## config.mk

```make
export PLATFORM = sky130hd
export DESIGN_NAME = aes_mixstate_iter
export DESIGN_NICKNAME = d
export VERILOG_FILES = /design/src/rtl/aes_mixstate_iter.sv
export SDC_FILE = /design/constraint.sdc
export NUM_CORES = 1
export LEC_CHECK = 0
export ABC_AREA = 1
export ABC_CLOCK_PERIOD_IN_PS = 2700
export BUFFER_PORTS_ARGS = -buffer_cell sky130_fd_sc_hd__buf_2
export CORE_MARGIN = 1.5
export CORE_UTILIZATION = 32
export CTS_CLUSTER_DIAMETER = 30
export DETAILED_ROUTE_END_ITERATION = 10
export GPL_ROUTABILITY_DRIVEN = 0
export GPL_TIMING_DRIVEN = 0
export SLEW_MARGIN = 15
export SYNTH_ARGS = -nofsm -noshare
export SYNTH_HDL_FRONTEND = slang
export SYNTH_SLANG_ARGS = --single-unit
export TNS_END_PERCENT = 30
```

## constraint.sdc

```tcl
create_clock -name g_clk -period 2.7 [get_ports g_clk]
set_input_delay 0.135 -clock g_clk [delete_from_list [all_inputs] [get_ports g_clk]]
set_output_delay 0.135 -clock g_clk [all_outputs]
set_load 0.03 [all_outputs]
```

## src/rtl/aes_mixstate_iter.sv

```systemverilog
// Iterative MixColumns / InvMixColumns engine for a 128-bit AES state.
// Mixes COLS_PER_CYCLE columns per cycle in place, then holds the result until it is consumed.
module aes_mixstate_iter #(
  parameter int COLS_PER_CYCLE = 1
) (
  input  logic         g_clk,
  input  logic         g_resetn,
  input  logic         in_valid,
  output logic         in_ready,
  input  logic         in_dec,
  input  logic [127:0] in_state,
  output logic         out_valid,
  input  logic         out_ready,
  output logic [127:0] out_state,
  output logic         busy,
  input  logic         flush
);

  if (COLS_PER_CYCLE != 1 && COLS_PER_CYCLE != 2 && COLS_PER_CYCLE != 4) begin : g_bad_cols
    $error("aes_mixstate_iter: COLS_PER_CYCLE must be 1, 2 or 4");
  end

  typedef enum logic [1:0] {IDLE, BUSY, DONE} state_t;

  localparam logic [1:0] CTR_STEP = 2'(COLS_PER_CYCLE);
  localparam logic [1:0] CTR_LAST = 2'(4 - COLS_PER_CYCLE);

  state_t       state_reg, state_next;
  logic [127:0] work_reg, work_next;
  logic [1:0]   ctr_reg, ctr_next;
  logic         dec_reg, dec_next;
  logic         last_group;

  function automatic logic [7:0] xt(input logic [7:0] b);
    return {b[6:0], 1'b0} ^ (b[7] ? 8'h1b : 8'h00);
  endfunction

  // Every coefficient is built from a, 2a, 4a and 8a.
  function automatic logic [31:0] mix_col(input logic [31:0] c, input logic dec);
    logic [3:0][7:0] a, m2, m4, m8;
    logic [31:0]     res;
    res = '0;
    a   = c;
    for (int r = 0; r < 4; r++) begin
      m2[r] = xt(a[r]);
      m4[r] = xt(m2[r]);
      m8[r] = xt(m4[r]);
    end
    for (int r = 0; r < 4; r++) begin
      logic [1:0] r0, r1, r2, r3;
      r0 = 2'(r);
      r1 = r0 + 2'd1;
      r2 = r0 + 2'd2;
      r3 = r0 + 2'd3;
      if (dec)
        res[8*r +: 8] = (m8[r0] ^ m4[r0] ^ m2[r0])
                      ^ (m8[r1] ^ m2[r1] ^ a[r1])
                      ^ (m8[r2] ^ m4[r2] ^ a[r2])
                      ^ (m8[r3] ^ a[r3]);
      else
        res[8*r +: 8] = m2[r0] ^ (m2[r1] ^ a[r1]) ^ a[r2] ^ a[r3];
    end
    return res;
  endfunction

  logic [1:0]  col_idx [COLS_PER_CYCLE];
  logic [31:0] col_mix [COLS_PER_CYCLE];

  genvar gi;
  generate
    for (gi = 0; gi < COLS_PER_CYCLE; gi++) begin : g_col
      assign col_idx[gi] = ctr_reg + 2'(gi);
      assign col_mix[gi] = mix_col(work_reg[32*col_idx[gi] +: 32], dec_reg);
    end
  endgenerate

  assign last_group = (ctr_reg == CTR_LAST);

  always_ff @(posedge g_clk or negedge g_resetn) begin
    if (!g_resetn) begin
      state_reg <= IDLE;
      work_reg  <= '0;
      ctr_reg   <= '0;
      dec_reg   <= 1'b0;
    end else begin
      state_reg <= state_next;
      work_reg  <= work_next;
      ctr_reg   <= ctr_next;
      dec_reg   <= dec_next;
    end
  end

  always_comb begin
    state_next = state_reg;
    if (flush) begin
      state_next = IDLE;
    end else begin
      case (state_reg)
        IDLE:    if (in_valid) state_next = BUSY;
        BUSY:    if (last_group) state_next = DONE;
        DONE:    if (out_ready) state_next = IDLE;
        default: state_next = IDLE;
      endcase
    end
  end

  // Flush leaves the work register alone; only control state is cleared.
  always_comb begin
    work_next = work_reg;
    ctr_next  = ctr_reg;
    dec_next  = dec_reg;
    if (flush) begin
      ctr_next = '0;
    end else begin
      case (state_reg)
        IDLE: begin
          if (in_valid) begin
            work_next = in_state;
            dec_next  = in_dec;
            ctr_next  = '0;
          end
        end
        BUSY: begin
          for (int k = 0; k < COLS_PER_CYCLE; k++)
            work_next[32*col_idx[k] +: 32] = col_mix[k];
          ctr_next = ctr_reg + CTR_STEP;
        end
        default: ;
      endcase
    end
  end

  always_comb begin
    in_ready  = (state_reg == IDLE);
    out_valid = (state_reg == DONE);
    busy      = (state_reg == BUSY) || (state_reg == DONE);
  end

  assign out_state = work_reg;

endmodule

```

# --- Word level (Yosys, flattened, before mapping) ---
# Cells that the tools add are included.
op_classes:
  reduce_logical: 8
  mux: 27
  n_eq_ne: 7
  n_bitwise: 65
  shifts: 3
  add_sub_neg: 2
op_table:
  columns: ["cell", "n"]
  rows:
  - ["8-bit bitwise XOR", 52]
  - ["128-bit case mux with 2 select lines", 1]
  - ["128-bit bitwise mux", 1]
  - ["128-bit two-way mux", 1]
  - ["32-bit by 34-bit variable shift with 128-bit output (first input constant)", 1]
  - ["128-bit by 8-bit variable part select with 32-bit output", 1]
  - ["32-bit by 34-bit variable part select with 128-bit output", 1]
  - ["8-bit by 5-bit bitwise XOR with 8-bit output", 12]
  - ["5-bit two-way mux", 12]
  - ["7-bit negator with 34-bit output", 1]
  - ["8-bit two-way mux", 4]
  - ["2-bit two-way mux", 6]
  - ["3-bit AND reduction", 3]
  - ["2-bit case mux with 3 select lines", 1]
  - ["2-bit == test (second input constant)", 2]
  - ["2-bit case mux with 2 select lines", 1]
  - ["3-bit by 1-bit != test with 1-bit output (second input constant)", 1]
  - ["3-bit by 2-bit != test with 1-bit output (second input constant)", 1]
  - ["3-bit != test (second input constant)", 1]
  - ["3-bit nonzero test", 1]
  - ["2-bit by 1-bit adder with 2-bit output (second input constant)", 1]
  - ["2-bit by 1-bit == test with 1-bit output (second input constant)", 1]
  - ["2-bit logical NOT", 1]
  - ["2-bit != test (second input constant)", 1]
  - ["4 further kinds", 4]
word_totals:
  reg_bits: 133
  in_bits: 134
  wordCells: 116
  out_inout_bits: 131

# --- Depth between registers and ports, before layout ---
depth:
  depth_word: 16
  depth_mapped: 25
  mapped_depth_nobuf: 23

# --- Least setup slack after synthesis ---
# OpenSTA, ideal clock, no wires.
synth_path:
  path_kind: "register to register"
  start: "reg ctr_reg[0]"
  end: "reg work_reg[46], in the netlist out_state[46]"
  arrival_ns: 2.360
  setup_ns: 0.066
  n_path_buf: 3
  setup_slack_ns: 0.275
  period_less_slack_ns: 2.425
  t_required_ns: 2.634
  path_stages_with_launch: 24
  path_cell_list: "dfrtp_1 buf_6 inv_6 buf_6 buf_8 nand2_1 nand3_1 nand2_2 inv_2 nand2_2 nand2_2 nand2_1 nand2_2 inv_2 or2_1 nand2_1 nand2_1 nand2_1 nand2_1 nand3_2 nand4_1 o21ai_1 nand2_1 nand2_1"
synth_between:
  elab_chain_len: 14
  elab_cells_between_ends: 86
  classes_between: "add/sub (1); shift (3); mux (18); bitwise (64)"
synth_rtl:
  columns: ["element", "line_no", "source"]
  rows:
  - ["start: declaration", "30", "logic [1:0] ctr_reg, ctr_next;"]
  - ["start signal: assignment", "88", "ctr_reg <= ctr_next;"]
  - ["128-bit by 8-bit variable part select with 32-bit output", "73", "assign col_mix[gi] = mix_col(work_reg[32*col_idx[gi] +: 32], dec_reg);"]
  - ["8-bit by 5-bit bitwise XOR with 8-bit output / 5-bit two-way mux (equally long branches) (2 in series)", "35", "return {b[6:0], 1'b0} ^ (b[7] ? 8'h1b : 8'h00);"]
  - ["5-bit two-way mux / 8-bit by 5-bit bitwise XOR with 8-bit output (equally long branches)", "35", null]
  - ["8-bit by 5-bit bitwise XOR with 8-bit output", "35", null]
  - ["8-bit bitwise XOR (on tied branches)", "56, 58, 57", null]
  - ["8-bit bitwise XOR (on tied branches)", "56, 57", null]
  - ["8-bit bitwise XOR", "57", "^ (m8[r1] ^ m2[r1] ^ a[r1])"]
  - ["8-bit bitwise XOR", "58", "^ (m8[r2] ^ m4[r2] ^ a[r2])"]
  - ["8-bit bitwise XOR", "59", "^ (m8[r3] ^ a[r3]);"]
  - ["8-bit two-way mux", "55", "if (dec)"]
  - ["32-bit by 34-bit variable part select with 128-bit output", "125", "work_next[32*col_idx[k] +: 32] = col_mix[k];"]
  - ["128-bit bitwise mux *", "125", null]
  - ["128-bit case mux with 2 select lines *", "115", "case (state_reg)"]
  - ["end signal: assignment", "87", "work_reg <= work_next;"]
  - ["end: declaration", "29", "logic [127:0] work_reg, work_next;"]
# Mark *: on every way between the ends. The rest lies on a longest branch, timed or not.
# A chain may end at the register's enable or synchronous reset.

# --- Worst setup path in the final report ---
layout_path:
  start: "reg ctr_reg[0]"
  end: "reg work_reg[107], in the netlist out_state[107]"
# The elaborated chain is that of the path after synthesis.

==> flow_metrics.py <==
metrics = {
    "setup_path": {
        "cp_max_fo": 8,
        "cp.arrival_ns": 3.49,
        "endpoint_kind": "flop",
        "cp_slowest_stage_delay_ns": 0.37,
        "slowest_stage": "dfrtp_1",
        "worstSetupStartpointType": "flop",
        "path_buf_inv": 5,
        "worstSetupPathType": "flop to flop",
        "path_cells": "buf_6 -> clkinv_8 -> bufbuf_16 -> nand2_2 -> nand3_2 -> nand2_4 -> nand3_2 -> nand2_8 -> nand2_4 -> buf_4 -> nand3_1 -> nand3_1 -> nand2_1 -> inv_1 -> nand2_1 -> nand2_1 -> nand2_2 -> nand3_4 -> nand4_1 -> nor2_1 -> nor2_1 -> nor2_1",
        "critical-path-top-delay-family": "simple AND/OR/NAND/NOR gates",
        "critical_path_required_ns": 3.05,
    },
    "clocking": {
        "clkTransAtPathRegs_ns": 0.06,
        "insertion_delay_ns": 0.46,
        "numCtsBuffers": 17,
        "cts_max_path_buffers": 2,
        "tritoncts": "done",
        "cts_root_buffer": "clkbuf_16",
        "clock-sinks": 133,
        "cts_max_level": 4,
    },
    "grt": {
        "gr-usage-met2_pct": 48.9,
        "antenna_found_initial": 0,
        "grtUsageTotal_pct": 30.6,
        "grt_pass1_wl_um": 99600,
        "grtUsageMet3_pct": 6.45,
        "grt_max_degree": 76,
        "use_met1_pct": 36.5,
        "grt_pass1_vias": 15941,
        "top_usage_layer": "met2",
        "grt.overflow.total": 0,
    },
    "placed_design": {
        "placed_area_um2": 15700,
        "place_hpwl_um": 53600,
        "port_buffers": 264,
        "pre_cts_slack_ns": -0.963,
    },
    "finish": {
        "largest_register_ffs": 128,
        "drive_gt1_share_pct": 38.0,
        "final_area_um2": 20200,
        "diodes": 0,
        "area_growth_pct": 47.3,
        "n_fill_cell": 4030,
        "finalNetCount": 2683,
    },
    "route": {
        "drtIter0Drc": 2241,
        "routed_wl_um": 73200,
        "vias_per_cell": 5.68,
        "vias": 17562,
        "ant_nets": 0,
        "wl_per_cell_um": 23.7,
        "drc": 0,
        "first_pass_iters": 7,
    },
    "logic_synthesis": {
        "yosys.area.top_type": "dfrtp_1",
        "ys_seq_elements": 133,
        "synthTopCellsByArea": "dfrtp_1, nand2_1, nand3_1",
        "syn_avg_cell_area_um2": 6.69,
        "synth_mux_area_share_pct": 0,
        "synth-seq-area-share_pct": 24.3,
        "synth_fa_ha_area_share_pct": 0.731,
        "synth_top_family_by_area": "simple AND/OR/NAND/NOR gates",
        "yosys.area_share.simple_pct": 40.0,
        "synthXorXnorAreaFrac_pct": 14.9,
        "synth_compound_area_share_pct": 10.7,
        "syn-num-nets": 2189,
        "syn_inst": 2047,
        "synth_top_area_share_pct": 24.3,
        "synthDistinctLibCells": 48,
        "synth_area_um2": 13700,
        "yosysWarnings": 0,
    },
    "sta": {
        "tightest_slew_ns": 1.21,
        "drv_slew": 0,
        "min_period_ns": 3.14,
        "finClkSkew_ns": 0.0111,
        "fmax_ghz": 0.318,
        "rsz0062_at_grt": "true",
        "fin_crit_sh_pct": 116,
        "setup_viol": 126,
        "timing.hold.ws_ns": 0.00707,
        "setup_ws_ns": -0.444,
        "slew_headroom_pct": 19.5,
        "hold_viol": 0,
    },
    "floorplan": {
        "initial_core_util_pct": 32.6,
        "fp.dieH_um": 210,
        "rows": 75,
        "core_area_um2": 42000,
        "fp.dieArea_um2": 44000,
        "die_width_um": 210,
        "io_pins": 265,
    },
    "outcome": {
        "outcome": "complete, but fails checks",
        "violations": "setup timing",
    },
    "job": {
        "maxCapViolCount": 0,
    },
    "worst_hold_path": {
        "hold_class": "input pin to flop",
    },
}
## worst paths after layout
check | startpoint | end | slack [ns] | depth (start not counted)
max reg2reg | ctr_reg[0] | out_state[107] | -0.44 | 22
min | in_state[113] | out_state[113] | 0.007 | 3
min reg2reg | out_state[46] | out_state[46] | 0.52 | 2
max in group asynchronous | g_resetn | out_state[14] | 1.69 | 3
max | ctr_reg[0] | out_state[107] | -0.44 | 22
min in group asynchronous | g_resetn | out_state[100] | 0.22 | 2
## cells in the mapped netlist, drive strengths merged
| master | number |
|---|---|
| nand2 | 720 |
| nand3 | 249 |
| inv | 190 |
| dfrtp | 133 |
| xor2 | 122 |
| nor2 | 108 |
| a21oi | 101 |
| xnor2 | 75 |
| a22oi | 65 |
| or2 | 59 |
| clkbuf | 51 |
| buf | 44 |
| nand4 | 41 |
| o21ai | 29 |
| a2bb2oi | 16 |
| a21boi | 13 |
| ha | 8 |
| a21o | 6 |
| nand3b | 4 |
| nor3 | 3 |
| and2 | 2 |
| clkinv | 2 |
| o21a | 2 |
| o22ai | 2 |
| nand2b | 1 |
| o32ai | 1 |
## cell usage in the layout, fill, tap and decap left out, types with 19 or more instances in the layout
cell / n
buf_6: 23
a22oi_1: 60
buf_2: 269
dfrtp_1: 132
dlygate4sd3_1: 27
inv_1: 157
nand3_1: 173
nand2_1: 536
nand2_4: 69
nor2_1: 85
buf_12: 23
xnor2_1: 46
a21oi_1: 101
clkbuf_1: 36
buf_4: 154
inv_2: 19
nand2_2: 101
xor2_1: 94
or2_2: 48
nand4_1: 40
clkbuf_16: 19
nand3_2: 67
## metrics by stage
step / utilization, % / cells / setup TNS (ns)
finish: 48.0 / 3092 / -29.57
global route: 48.0 / 3092 / -41.90
CTS: 43.5 / 2998 / -12.07
detailed placement: 37.4 / 2851 / -67.68
global placement: 37.3 / 2850 / -140.00
floorplan: - / 2047 / 0
## layer usage
| metal | vias up | share of wire [%] |
|---|---|---|
| met5 | - | 0 |
| met4 | 0 | 9.8 |
| met3 | 442 | 11 |
| met2 | 1296 | 44 |
| met1 | 8262 | 35 |
| li1 | 7562 | - |
## worst reg2reg max path, stage by stage (launching register included)
cell	delay (ns)
dfrtp_1	0.37
buf_6	0.17
clkinv_8	0.09
bufbuf_16	0.28
nand2_2	0.05
nand3_2	0.09
nand2_4	0.15
nand3_2	0.14
nand2_8	0.13
nand2_4	0.09
buf_4	0.16
nand3_1	0.09
nand3_1	0.12
nand2_1	0.12
inv_1	0.05
nand2_1	0.10
nand2_1	0.09
nand2_2	0.10
nand3_4	0.15
nand4_1	0.25
nor2_1	0.09
nor2_1	0.13
nor2_1	0.05
## cell type report
cell class / instances / area (µm²) / area share, %
Timing Repair Buffer: 475 / 3270 / 16.2
Sequential cell: 133 / 3330 / 16.5
Inverter: 192 / 776 / 3.85
Clock inverter: 7 / 71.3 / 0.354
Clock buffer: 24 / 502 / 2.49
Tap cell: 539 / 674 / 3.34
Buffer: 95 / 729 / 3.62
Multi-Input combinational cell: 1627 / 10800 / 53.6
## cells by family after synthesis
| group | after synthesis |
|---|---|
| buffers and inverters | 287 |
| AND/OR/NAND/NOR | 1187 |
| XOR/XNOR | 197 |
| flip-flops | 133 |
| adder cells (fa/ha/maj) | 8 |
| AO/OA/AOI/OAI | 235 |
## what timing repair did
| item | CTS | global route |
|---|---|---|
| hold buffers | 27 | 0 |
| setup endpoints to repair | 128 | 128 |
| hold endpoints to repair | 85 | 0 |
| resized for setup | 223 | 241 |
| gates cloned | 1 | 2 |
| buffers inserted | 88 | 93 |
| pin swaps | 75 | 133 |
Power is not shown: default switching activity piles up to over one toggle a cycle in this logic, so the estimate is an artifact.
